### src/rtl/fifo_pkg.sv
// Shared async-FIFO helpers: Gray/binary conversion and synchronizer limits.
// Conversions work on a wide zero-extended word so any pointer width up to PTR_MAX_W can use them.
package fifo_pkg;

    localparam int SYNC_STAGES_MAX = 4;
    localparam int SYNC_STAGES_MIN = 2;
    localparam int PTR_MAX_W       = 32;

    typedef logic [PTR_MAX_W-1:0] ptr_wide_t;

    // Zero-extended upper bits leave the result unchanged, so callers cast in and truncate out.
    function automatic ptr_wide_t bin2gray(input ptr_wide_t bin);
        return bin ^ (bin >> 1);
    endfunction

    function automatic ptr_wide_t gray2bin(input ptr_wide_t gray);
        ptr_wide_t bin;
        bin[PTR_MAX_W-1] = gray[PTR_MAX_W-1];
        for (int i = PTR_MAX_W - 2; i >= 0; i--) begin
            bin[i] = bin[i+1] ^ gray[i];
        end
        return bin;
    endfunction

endpackage

### src/rtl/sync_chain.sv
// Plain multi-flop synchronizer chain; also used for single-bit CDC.
module sync_chain #(
    parameter int WIDTH  = 1,
    parameter int STAGES = 2
) (
    input  logic             i_clk,
    input  logic             i_rst_n,
    input  logic [WIDTH-1:0] i_d,
    output logic [WIDTH-1:0] o_q
);

    logic [STAGES-1:0][WIDTH-1:0] stage;

    // NOTE: the chain is held in a packed array so a single '0 clears every stage;
    // an unpacked memory would need a reset loop and would not map to plain flops as cleanly.
    always_ff @(posedge i_clk or negedge i_rst_n) begin
        if (!i_rst_n) begin
            stage <= '0;
        end else begin
            stage[0] <= i_d;
            for (int k = 1; k < STAGES; k++) begin
                stage[k] <= stage[k-1];
            end
        end
    end

    assign o_q = stage[STAGES-1];

endmodule

### src/rtl/ptr_sync_multi.sv
// Gray pointer synchronizer with registered binary copy, per-cycle advance and change pulse.
// Optional sticky step check enabled by defining PTR_SYNC_STEP_CHECK_EN.
module ptr_sync_multi
    import fifo_pkg::*;
#(
    parameter int ADDR_WIDTH  = 3,
    parameter int SYNC_STAGES = 2,
    parameter int MAX_STEP    = 2 ** ADDR_WIDTH
) (
    input  logic                  i_clk,
    input  logic                  i_rst_n,
    input  logic [ADDR_WIDTH:0]   i_ptr_gray,
    input  logic                  i_err_clr,
    output logic [ADDR_WIDTH:0]   o_sync_gray,
    output logic [ADDR_WIDTH:0]   o_sync_bin,
    output logic [ADDR_WIDTH:0]   o_delta,
    output logic                  o_changed,
    output logic                  o_step_err
);

    localparam int PW = ADDR_WIDTH + 1;

    if (SYNC_STAGES < SYNC_STAGES_MIN || SYNC_STAGES > SYNC_STAGES_MAX) begin : g_bad_stages
        $error("ptr_sync_multi: SYNC_STAGES=%0d outside %0d..%0d",
               SYNC_STAGES, SYNC_STAGES_MIN, SYNC_STAGES_MAX);
    end

    if (MAX_STEP > (2 ** PW) - 1) begin : g_bad_step
        $error("ptr_sync_multi: MAX_STEP=%0d exceeds %0d", MAX_STEP, (2 ** PW) - 1);
    end

    logic [PW-1:0] sync_gray;
    logic [PW-1:0] sync_bin;
    logic [PW-1:0] bin_prev;
    logic [PW-1:0] delta;

    sync_chain #(
        .WIDTH  (PW),
        .STAGES (SYNC_STAGES)
    ) u_sync_chain (
        .i_clk   (i_clk),
        .i_rst_n (i_rst_n),
        .i_d     (i_ptr_gray),
        .o_q     (sync_gray)
    );

    // NOTE: sequential state uses non-blocking assignments so bin_prev picks up the
    // value sync_bin held before this edge, giving a clean one-cycle history.
    always_ff @(posedge i_clk or negedge i_rst_n) begin
        if (!i_rst_n) begin
            sync_bin <= '0;
            bin_prev <= '0;
        end else begin
            sync_bin <= PW'(gray2bin(ptr_wide_t'(sync_gray)));
            bin_prev <= sync_bin;
        end
    end

    // Modulo subtraction handles the pointer wrap without special casing.
    assign delta = sync_bin - bin_prev;

    assign o_sync_gray = sync_gray;
    assign o_sync_bin  = sync_bin;
    assign o_delta     = delta;
    assign o_changed   = |delta;

`ifdef PTR_SYNC_STEP_CHECK_EN
    localparam logic [PW-1:0] STEP_LIMIT = PW'(MAX_STEP);

    logic step_err;

    // Backward movement wraps to a large delta, so one compare covers both cases.
    always_ff @(posedge i_clk or negedge i_rst_n) begin
        if (!i_rst_n) begin
            step_err <= 1'b0;
        end else if (delta > STEP_LIMIT) begin
            step_err <= 1'b1;
        end else if (i_err_clr) begin
            step_err <= 1'b0;
        end
    end

    assign o_step_err = step_err;
`else
    logic unused_err_clr;

    assign unused_err_clr = i_err_clr;
    assign o_step_err     = 1'b0;
`endif

endmodule

### config.mk
export PLATFORM = sky130hd
export DESIGN_NAME = ptr_sync_multi
export DESIGN_NICKNAME = d
export VERILOG_FILES = /design/src/rtl/fifo_pkg.sv /design/src/rtl/sync_chain.sv /design/src/rtl/ptr_sync_multi.sv
export SDC_FILE = /design/constraint.sdc
export NUM_CORES = 1
export LEC_CHECK = 0
export ABC_CLOCK_PERIOD_IN_PS = 3850
export BUFFER_PORTS_ARGS = -buffer_cell sky130_fd_sc_hd__buf_2
export CORE_AREA = 4 4 41 43
export CTS_CLUSTER_DIAMETER = 40
export DETAILED_ROUTE_END_ITERATION = 6
export DIE_AREA = 0 0 45 47
export PLACE_DENSITY = 0.76
export SYNTH_ARGS = -nofsm -noshare
export SYNTH_HDL_FRONTEND = slang
export SYNTH_SLANG_ARGS = --single-unit
### constraint.sdc
create_clock -name i_clk -period 3.85 [get_ports i_clk]
set_input_delay 0.77 -clock i_clk [delete_from_list [all_inputs] [get_ports i_clk]]
set_output_delay 0.77 -clock i_clk [all_outputs]
set_load 0.02 [all_outputs]
==> flow_summary.yaml, run 1 <==
sta:
  fin_skew_ps: 3.80
  min_period_over_period_pct: 68.9
  fmaxAchievable_mhz: 377
  slew_viol_final: 0
  hold_viol: 0
  fin_crit_ps: 2650
  final.setup.tns_ps: 0
  grt_setup_unrepaired: "false"
  setup_viol: 0
route:
  via_count: 338
  avgRoutedWirePerCell_microns: 10.1
  drtIter0Drc: 3
  vias_per_cell: 4.51
  drc_errors: 0
  antenna_left: 0
  wl_microns: 759
  dr.pass1.iters: 2
finish:
  register_area_sq_um: 400
  n_antenna_cell: 0
  final_cell_mix: "buf_2 (18), dfrtp_1 (16), inv_1 (5), xor2_1 (5)"
  mostFrequentLayoutCell: "buf_2"
  syn2layout_area_growth_pct: 18.0
  drive_gt1_share_pct: 36.7
  final_nets: 72
  fillCellCount: 117
  fin_area_sq_um: 707
  multi_input_area_sq_um: 143
  final_cells: 75
clocking:
  clockBufferDepth: 2
  cts-root-buf: "clkbuf_4"
  htree_levels: 1
  ctsResizeCount: 0
  worstSkewPairLatency_ps: 270
  clkTransAtPathRegs_ps: 90
  clock_sinks: 16
  hold_buffers: 0
  cts_tree: "done"
  cts_buffers: 3
  postCtsSetupBuffers: 0
die:
  start_util_pct: 46.1
  core_sq_um: 1300
  die_h_microns: 47
  die_x_microns: 45
  die_area_sq_um: 2120
  ioPinCount: 21
  std_cell_rows: 13
place:
  place_area_sq_um: 671
  gp_congestion: 0.715
  dpl.hpwl_microns: 617
  place_inst: 71
  numPortBuffers: 18
grt:
  grt_usage_pct: 8.37
  antenna_found_initial: 0
  grt_pass1_vias: 304
  grt_max_degree: 17
  grt_pass1_wl_microns: 1150
  overflow: 0
logic_synthesis:
  yosysSeqAreaShare_pct: 66.8
  synth_warnings: 0
  avgSynthCellArea_sq_um: 13.9
  synth_fp_nets: 54
  ys_types: 13
  synth_seq_cells: 16
  syn_area_sq_um: 599
  syn_inst: 43
power:
  power_density_nw_per_um2: 577
  power_leakage_nw: 0.367
  total_power_uw: 408
  peakVddDrop_uv: 220
critical_path:
  path_cells: "inv_1 > ha_1 > inv_1 > fa_1 > xor2_1 > nor3_1 > o21ai_0 > buf_2"
  critPathCaptureType: "output port"
  start_kind: "register"
  required_ps: 3080
  slowest_stage: "dfrtp_1"
  crit_family: "adder cells"
  critPathKind: "register to output port"
  crit_buf_inv: 3
  cp_slowest_stage_delay_ps: 390
  cp.arrival_ps: 1880
  crit_path_frequent_cell: "inv_1"
  cp_max_fo: 3
worst_hold_path:
  hp-class: "register to register"
run:
  cap_violations: 0
run_status:
  outcome: "completed"
==> final timing paths <==
kind,cells past startpoint,from,to,slack [ps]
max in group asynchronous,1,i_rst_n,o_sync_bin[3],3230
hold / removal,0,u_sync_chain.stage[0],u_sync_chain.o_q[0],360
setup reg to reg,3,u_sync_chain.o_q[2],o_sync_bin[0],2770
min in group asynchronous,1,i_rst_n,u_sync_chain.o_q[1],380
hold reg to reg,0,u_sync_chain.stage[0],u_sync_chain.o_q[0],360
setup / recovery,8,o_sync_bin[0],o_changed,1200
==> state kept, by name, indices dropped and copies added (netlist names) <==
name / cells
o_sync_bin: 4
u_sync_chain.o_q: 4
bin_prev: 4
u_sync_chain.stage: 4
==> worst register-to-register path, stage by stage (launching register included) <==
cell,delay (ps)
dfrtp_1,390
xor2_1,220
xor2_1,240
xor2_1,160
==> through the flow <==
| step | hold WS, ps | util, % | setup slack, ps |
|---|---|---|---|
| 2_1_floorplan | 331 | - | 1280 |
| 3_3_place_gp | 333 | 51.5 | 1540 |
| 3_5_place_dp | 338 | 51.5 | 1450 |
| 4_1_cts | 358 | 54.3 | 1130 |
| 5_1_grt | 363 | 54.3 | 1020 |
| 6_report | 356 | 54.3 | 1200 |
==> power by group <==
part	total (mW)	leakage, nW	internal [mW]	switching [mW]
registers	0.191	0.186	0.183	0.00822
clock network	0.104	0.0210	0.0575	0.0467
logic	0.113	0.160	0.0397	0.0731
==> synth_stat cells <==
cell type | number | area [sq um]
dfrtp_1 | 16 | 400
nand3b_1 | 1 | 7.51
xor2_1 | 5 | 43.8
nor2_1 | 1 | 3.75
fa_1 | 1 | 20.0
and3_1 | 1 | 6.26
conb_1 | 1 | 3.75
buf_4 | 5 | 37.5
o21ai_0 | 1 | 5.00
inv_1 | 5 | 18.8
a21oi_1 | 2 | 10.0
ha_1 | 3 | 37.5
nor3_1 | 1 | 5.00
==> final cells by class <==
| class | instances | share of cell area (%) |
|---|---|---|
| flip-flops and latches | 16 | 56.6 |
| multi-input cells | 17 | 20.2 |
| clock buffers | 4 | 5.13 |
| inverters | 5 | 2.65 |
| well taps | 15 | 2.65 |
| repair buffers | 18 | 12.7 |
==> cell families after synthesis <==
| family | synth area share, % |
|---|---|
| other | 0.626 |
| xor gates and xnor gates | 7.31 |
| and+or+nand+nor | 3.76 |
| adders and majority gates | 9.60 |
| buffers and inverters | 9.40 |
| AOI/OAI and AO/OA | 2.50 |
| DFF | 66.8 |
==> metal layers <==
| metal | vias up | global-route usage, % | wire (microns) | part of all wire [%] |
|---|---|---|---|---|
| li1 | 164 | - | - | - |
| met1 | 160 | 7.65 | 300 | 40 |
| met2 | 14 | 13.0 | 377 | 50 |
| met3 | 0 | 4.21 | 81 | 11 |
| met4 | 0 | 8.77 | 0 | 0 |
| met5 | - | 0 | 0 | 0 |
Power figures use the tool's default switching activity.
==> inputs of run 2 (changes only) <==
--- a/config.mk
+++ b/config.mk
@@ -5,13 +5,14 @@
 export SDC_FILE = /design/constraint.sdc
 export NUM_CORES = 1
 export LEC_CHECK = 0
-export ABC_CLOCK_PERIOD_IN_PS = 3850
+export ABC_AREA = 1
+export ABC_CLOCK_PERIOD_IN_PS = 2700
 export BUFFER_PORTS_ARGS = -buffer_cell sky130_fd_sc_hd__buf_2
-export CORE_AREA = 4 4 41 43
+export CORE_MARGIN = 4
+export CORE_UTILIZATION = 47
 export CTS_CLUSTER_DIAMETER = 40
 export DETAILED_ROUTE_END_ITERATION = 6
-export DIE_AREA = 0 0 45 47
-export PLACE_DENSITY = 0.76
+export PLACE_DENSITY = 0.77
 export SYNTH_ARGS = -nofsm -noshare
 export SYNTH_HDL_FRONTEND = slang
 export SYNTH_SLANG_ARGS = --single-unit
==> constraint.sdc (replaced) <==
create_clock -name i_clk -period 2.7 [get_ports i_clk]
set_input_delay 0.54 -clock i_clk [delete_from_list [all_inputs] [get_ports i_clk]]
set_output_delay 0.54 -clock i_clk [all_outputs]
set_load 0.02 [all_outputs]
==> run 2 against run 1 <==
  * Final cell count grew 29%
  * Clock skew decreased by 3.2 ps
  * Worst hold slack lost 200 ps
  * Non-clock buffer count unchanged
  * Sequential share of layout area is 4.4 points lower
  * Die area fell by 0.63%
  * Register-to-register slack worse by 980 ps
  * First-iteration DRC count up 33%
  * Setup slack got worse by 980 ps
  * Global-route usage rose by 1.2 points
  * Combinational power rose by 4%
  * Sequential power rose by 39%
  * Critical path type unchanged
  * Critical endpoint unchanged
  * Largest power group unchanged
  * Highest routed layer is now met4
==> flow_summary.yaml, run 2 <==
logic_synthesis:
  yosys.area.top_type: "dfrtp_1"
  synth-edff-count: 0
  async_reset_ff_share_pct: 100
  synthTopCellsByCount: "dfrtp_1 (16), nand2_1 (14), inv_1 (13)"
  syn_area_sq_um: 673
  syn_inst: 66
  synth_seq_cells: 16
  ys_types: 14
  synth_most_common_cell: "dfrtp_1"
  synth_top_area_share_pct: 59.5
  synth_fp_nets: 77
  synth_warnings: 0
  yosysSeqAreaShare_pct: 59.5
  avgSynthCellArea_sq_um: 10.2
  synth_ff_type: "dfrtp_1"
  synth.area.top_cells: "dfrtp_1 (59%), nand2_1 (7.8%), inv_1 (7.2%), buf_4 (5.6%), ha_1 (5.6%)"
clocking:
  ctsResizeCount: 0
  clock_sinks: 16
  cts_buffers: 3
  postCtsSetupBuffers: 0
  cts-root-buf: "clkbuf_4"
  clockBufferDepth: 2
  clkTransAtPathRegs_ps: 80
  hold_buffers: 0
  cts_tree: "done"
  htree_levels: 1
  worstSkewPairLatency_ps: 270
route:
  drc_errors: 0
  avgRoutedWirePerCell_microns: 8.80
  antenna_left: 0
  dr.pass1.iters: 2
  drtIter0Drc: 4
  via_count: 424
  wl_microns: 854
  vias_per_cell: 4.37
finish:
  syn2layout_area_growth_pct: 13.9
  final_nets: 95
  final_cell_mix: "buf_2 (18), dfrtp_1 (16), nand2_1 (14)"
  n_antenna_cell: 0
  drive_gt1_share_pct: 29.3
  fillCellCount: 122
  final_cells: 97
  mostFrequentLayoutCell: "buf_2"
sta:
  min_period_over_period_pct: 92.0
  setup_viol: 0
  fin_skew_ps: 0.641
  final.setup.tns_ps: 0
  fmaxAchievable_mhz: 403
  hold_viol: 0
  slew_viol_final: 0
  fin_crit_ps: 2480
  grt_setup_unrepaired: "false"
grt:
  overflow: 0
  grt_max_degree: 17
  grt_pass1_vias: 358
  grt_usage_pct: 9.57
  antenna_found_initial: 0
  grt_pass1_wl_microns: 1320
die:
  die_x_microns: 45.8
  die_area_sq_um: 2100
  die_h_microns: 45.8
  core_sq_um: 1320
  ioPinCount: 21
  start_util_pct: 51.1
  std_cell_rows: 13
critical_path:
  cp_slowest_stage_delay_ps: 420
  start_kind: "register"
  cp.arrival_ps: 1940
  crit_family: "adder cells"
  cp_max_fo: 3
  crit_path_frequent_cell: "inv_1"
  path_cells: "inv_1 > ha_1 > inv_1 > fa_1 > or2_0 > nor2_1 > nand3_1 > buf_2"
  cp-endpoint: "o_changed"
  cp-startpoint: "o_sync_bin[0]"
  critical_path_depth: 8
  r2r_start: "u_sync_chain.o_q[3]"
  crit_buf_inv: 3
  rrSetupSlack_ps: 1790
  critPathKind: "register to output port"
  critPathCaptureType: "output port"
  slowest_stage: "fa_1"
  timing.rr.end: "o_sync_bin[0]"
  required_ps: 2160
  reg2regPathDepth: 6
power:
  p_clk_share_pct: 22.9
  seqPwrFrac_pct: 53.5
  p_int_uw: 348
  power_switching_uw: 148
  power_density_nw_per_um2: 646
  p_comb_share_pct: 23.7
  switching_share_pct: 29.8
  peakVddDrop_uv: 376
  power_leakage_nw: 0.440
place:
  place_inst: 94
  dpl.hpwl_microns: 707
  numPortBuffers: 18
  gp_congestion: 0.719
run:
  cap_violations: 0
run_status:
  outcome: "completed"
worst_hold_path:
  hp-class: "primary input to asynchronous set/reset pin"
run 2: cell types whose count changed in the layout (fill, tap and decap cells not counted), moves of 2 or more:
| cell | delta |
|---|---|
| nand3_2 | +2 |
| nand2_1 | +14 |
| nor2_1 | +2 |
| nand3_1 | +4 |
| inv_1 | +8 |
| xor2_1 | -5 |
run 2: cells by family (layout without fill, tap and decap cells):
family	after synthesis	in the layout	share of synthesized area (%)
and+or+nand+nor	25	25	17.3
AOI/OAI and AO/OA	1	1	0.743
buffers and inverters	19	35	13.4
DFF	16	16	59.5
adders and majority gates	4	4	8.55
other	1	1	0.557
run 2: stage by stage:
step | utilization, % | total power, mW | setup WS (ps) | hold WS, ps | area, sq um
finish | 58.2 | 0.495 | 216 | 153 | 767
global route | 58.2 | 0.529 | 92.8 | 155 | 767
CTS | 58.2 | 0.503 | 188 | 159 | 767
detailed placement | 56.5 | 0.389 | 492 | 339 | 744
global placement | 56.5 | 0.384 | 528 | 333 | 744
floorplan | - | 0.356 | 347 | 244 | 673
run 2: routing by layer:
metal | wire (microns) | part of all wire [%] | vias to the layer above | global-route usage, %
li1 | - | - | 220 | -
met1 | 348 | 41 | 183 | 9.90
met2 | 393 | 46 | 17 | 14.8
met3 | 83 | 9.7 | 4 | 2.37
met4 | 28 | 3.3 | 0 | 10.2
met5 | 0 | 0 | - | 0
run 2: worst min-delay path by stage:
stage                                startpoint                    end  slack, ps  cells after the start
after floorplan                         i_rst_n            bin_prev[0]        240                      0
after global placement    u_sync_chain.stage[3]    u_sync_chain.o_q[3]        330                      0
after detailed placement  u_sync_chain.stage[3]    u_sync_chain.o_q[3]        340                      0
after CTS                               i_rst_n  u_sync_chain.stage[1]        160                      1
after global routing                    i_rst_n    u_sync_chain.o_q[1]        150                      1
final                                   i_rst_n  u_sync_chain.stage[1]        150                      1
run 2: power by group through the flow:
stage | sequential (mW) | combinational, mW | clock, mW
6_report | 0.265 | 0.117 | 0.113
5_1_grt | 0.267 | 0.131 | 0.132
4_1_cts | 0.265 | 0.120 | 0.118
3_5_place_dp | 0.270 | 0.119 | 0
3_3_place_gp | 0.269 | 0.116 | 0
2_1_floorplan | 0.275 | 0.0815 | 0
run 2: worst reg2reg max path: cells and delay by family, from the launching register on:
family,cells,cell delay (ps)
flops,1,420
simple gates,5,300
buf+inv,1,90
run 2: area by class of cell:
class / count / area, sq um / area share [%]
sequential: 16 / 400 / 52.2
multi-input combinational: 31 / 183 / 23.8
timing repair buffer: 18 / 90.1 / 11.7
inverter: 14 / 52.6 / 6.85
clock buffer: 3 / 22.5 / 2.94
tap: 15 / 18.8 / 2.45
==> inputs of run 3 (changes only) <==
--- a/config.mk
+++ b/config.mk
@@ -9,10 +9,11 @@
 export ABC_CLOCK_PERIOD_IN_PS = 2700
 export BUFFER_PORTS_ARGS = -buffer_cell sky130_fd_sc_hd__buf_2
 export CORE_MARGIN = 4
-export CORE_UTILIZATION = 47
+export CORE_UTILIZATION = 45
 export CTS_CLUSTER_DIAMETER = 40
 export DETAILED_ROUTE_END_ITERATION = 6
-export PLACE_DENSITY = 0.77
+export GPL_ROUTABILITY_DRIVEN = 0
+export PLACE_DENSITY = 0.75
 export SYNTH_ARGS = -nofsm -noshare
 export SYNTH_HDL_FRONTEND = slang
 export SYNTH_SLANG_ARGS = --single-unit
==> run 3 against run 2 <==
  * Via count is 4.5% higher
  * Setup slack worse by 9.9 ps
  * Largest power group unchanged
  * Count of clock-buffer cells in the layout is 1 higher
  * Highest routed layer unchanged
  * Global-route usage is 0.18 points lower
  * Worst hold slack worse by 8.3 ps
==> flow_summary.yaml, run 3 (same netlist as run 2, synthesis figures left out) <==
route:
  drc_errors: 0
  avgRoutedWirePerCell_microns: 8.80
  antenna_left: 0
  dr.pass1.iters: 4
  vias_per_cell: 4.52
  via_count: 443
  wl_microns: 862
  drtIter0Drc: 1
die:
  die_x_microns: 46.7
  die_h_microns: 46.7
  core_sq_um: 1350
  start_util_pct: 49.9
  std_cell_rows: 13
  die_area_sq_um: 2180
  ioPinCount: 21
sta:
  grt_setup_unrepaired: "false"
  slew_viol_final: 0
  hold_viol: 0
  fin_crit_ps: 2490
  min_period_over_period_pct: 92.4
  hold-worst-slack_ps: 145
  fmaxAchievable_mhz: 401
  final.setup.tns_ps: 0
  fin_skew_ps: 3.05
  setup_viol: 0
  final.setup.worst_slack_ps: 206
finish:
  syn2layout_area_growth_pct: 16.0
  mostFrequentLayoutCell: "buf_2"
  final_nets: 95
  fillCellCount: 116
  drive_gt1_share_pct: 30.1
  utilization_pct: 57.8
  n_antenna_cell: 0
  multi_input_area_sq_um: 183
  register_area_sq_um: 400
  final_cell_mix: "buf_2 (18), dfrtp_1 (16), nand2_1 (14)"
power:
  peakVddDrop_uv: 443
  power_density_nw_per_um2: 681
  power_leakage_nw: 0.447
grt:
  grt_max_degree: 17
  antenna_found_initial: 0
  grt_pass1_wl_microns: 1350
  overflow: 0
  grt_pass1_vias: 349
  grt_usage_pct: 9.39
clocking:
  cts_tree: "done"
  htree_levels: 1
  postCtsSetupBuffers: 0
  cts_buffers: 3
  clkTransAtPathRegs_ps: 90
  clock_sinks: 16
  cts-root-buf: "clkbuf_4"
  ctsResizeCount: 0
  clockBufferDepth: 2
  hold_buffers: 0
  worstSkewPairLatency_ps: 280
run:
  cap_violations: 0
critical_path:
  required_ps: 2160
  cp-startpoint: "o_sync_bin[0]"
  cp-endpoint: "o_changed"
  cp.arrival_ps: 1950
  cp_max_fo: 3
  rrSetupSlack_ps: 1800
  crit_path_frequent_cell: "inv_1"
  path_cells: "inv_1 > ha_1 > inv_1 > fa_1 > or2_0 > nor2_1 > nand3_1 > buf_2"
  timing.rr.end: "o_sync_bin[0]"
  start_kind: "register"
  r2r_start: "u_sync_chain.o_q[3]"
  reg2regPathDepth: 6
  cp_slowest_stage_delay_ps: 420
  slowest_stage: "fa_1"
  critPathCaptureType: "output port"
  critPathKind: "register to output port"
place:
  place_ws_ps: 480
  dpl.hpwl_microns: 728
  numPortBuffers: 18
run_status:
  outcome: "completed"
worst_hold_path:
  hp-class: "primary input to asynchronous set/reset pin"
==> run 3: cell types whose count changed in the layout (fill, tap and decap cells not counted), sizes merged <==
| cell | delta |
|---|---|
| clkbuf | +1 |
==> run 3: worst max-delay path: cells and delay by family, from the launching register on <==
kind,cells,cell delay [ps]
fa+ha+maj,2,600
flops,1,360
simple gates,3,420
buf+inv,3,300
==> run 3: through the flow <==
stage               std cells  instance area, sq um  power (mW)
floorplan                  66                   673       0.356
global placement           94                   744       0.385
detailed placement         94                   744       0.390
CTS                        98                   781       0.541
global route               98                   781       0.568
finish                     98                   781       0.532
==> run 3: per-layer routing <==
layer | global-route usage, % | vias to the layer above | wire (microns)
li1 | - | 222 | -
met1 | 9.02 | 197 | 312
met2 | 16.5 | 22 | 427
met3 | 3.13 | 2 | 100
met4 | 6.63 | 0 | 22
met5 | 0 | - | 0
==> run 3: power breakdown <==
part           total (mW)  switching (mW)  internal (mW)
clock               0.150          0.0680         0.0820
sequential          0.265         0.00949          0.255
combinational       0.117          0.0766         0.0405
==> run 3: layout make-up <==
cell class / instances / area share (%)
multi-input cells: 31 / 23.4
flip-flops and latches: 16 / 51.3
inverters: 14 / 6.73
repair buffers: 18 / 11.5
clock buffers: 4 / 4.65
well taps: 15 / 2.40
==> run 3: worst min path at each step <==
stage / start / endpoint / slack [ps]
after global placement: u_sync_chain.stage[3] / u_sync_chain.o_q[3] / 330
after floorplan: i_rst_n / bin_prev[0] / 240
after detailed placement: u_sync_chain.stage[3] / u_sync_chain.o_q[3] / 340
final: i_rst_n / u_sync_chain.stage[2] / 140
after CTS: i_rst_n / u_sync_chain.stage[2] / 150
after global routing: i_rst_n / u_sync_chain.stage[2] / 150
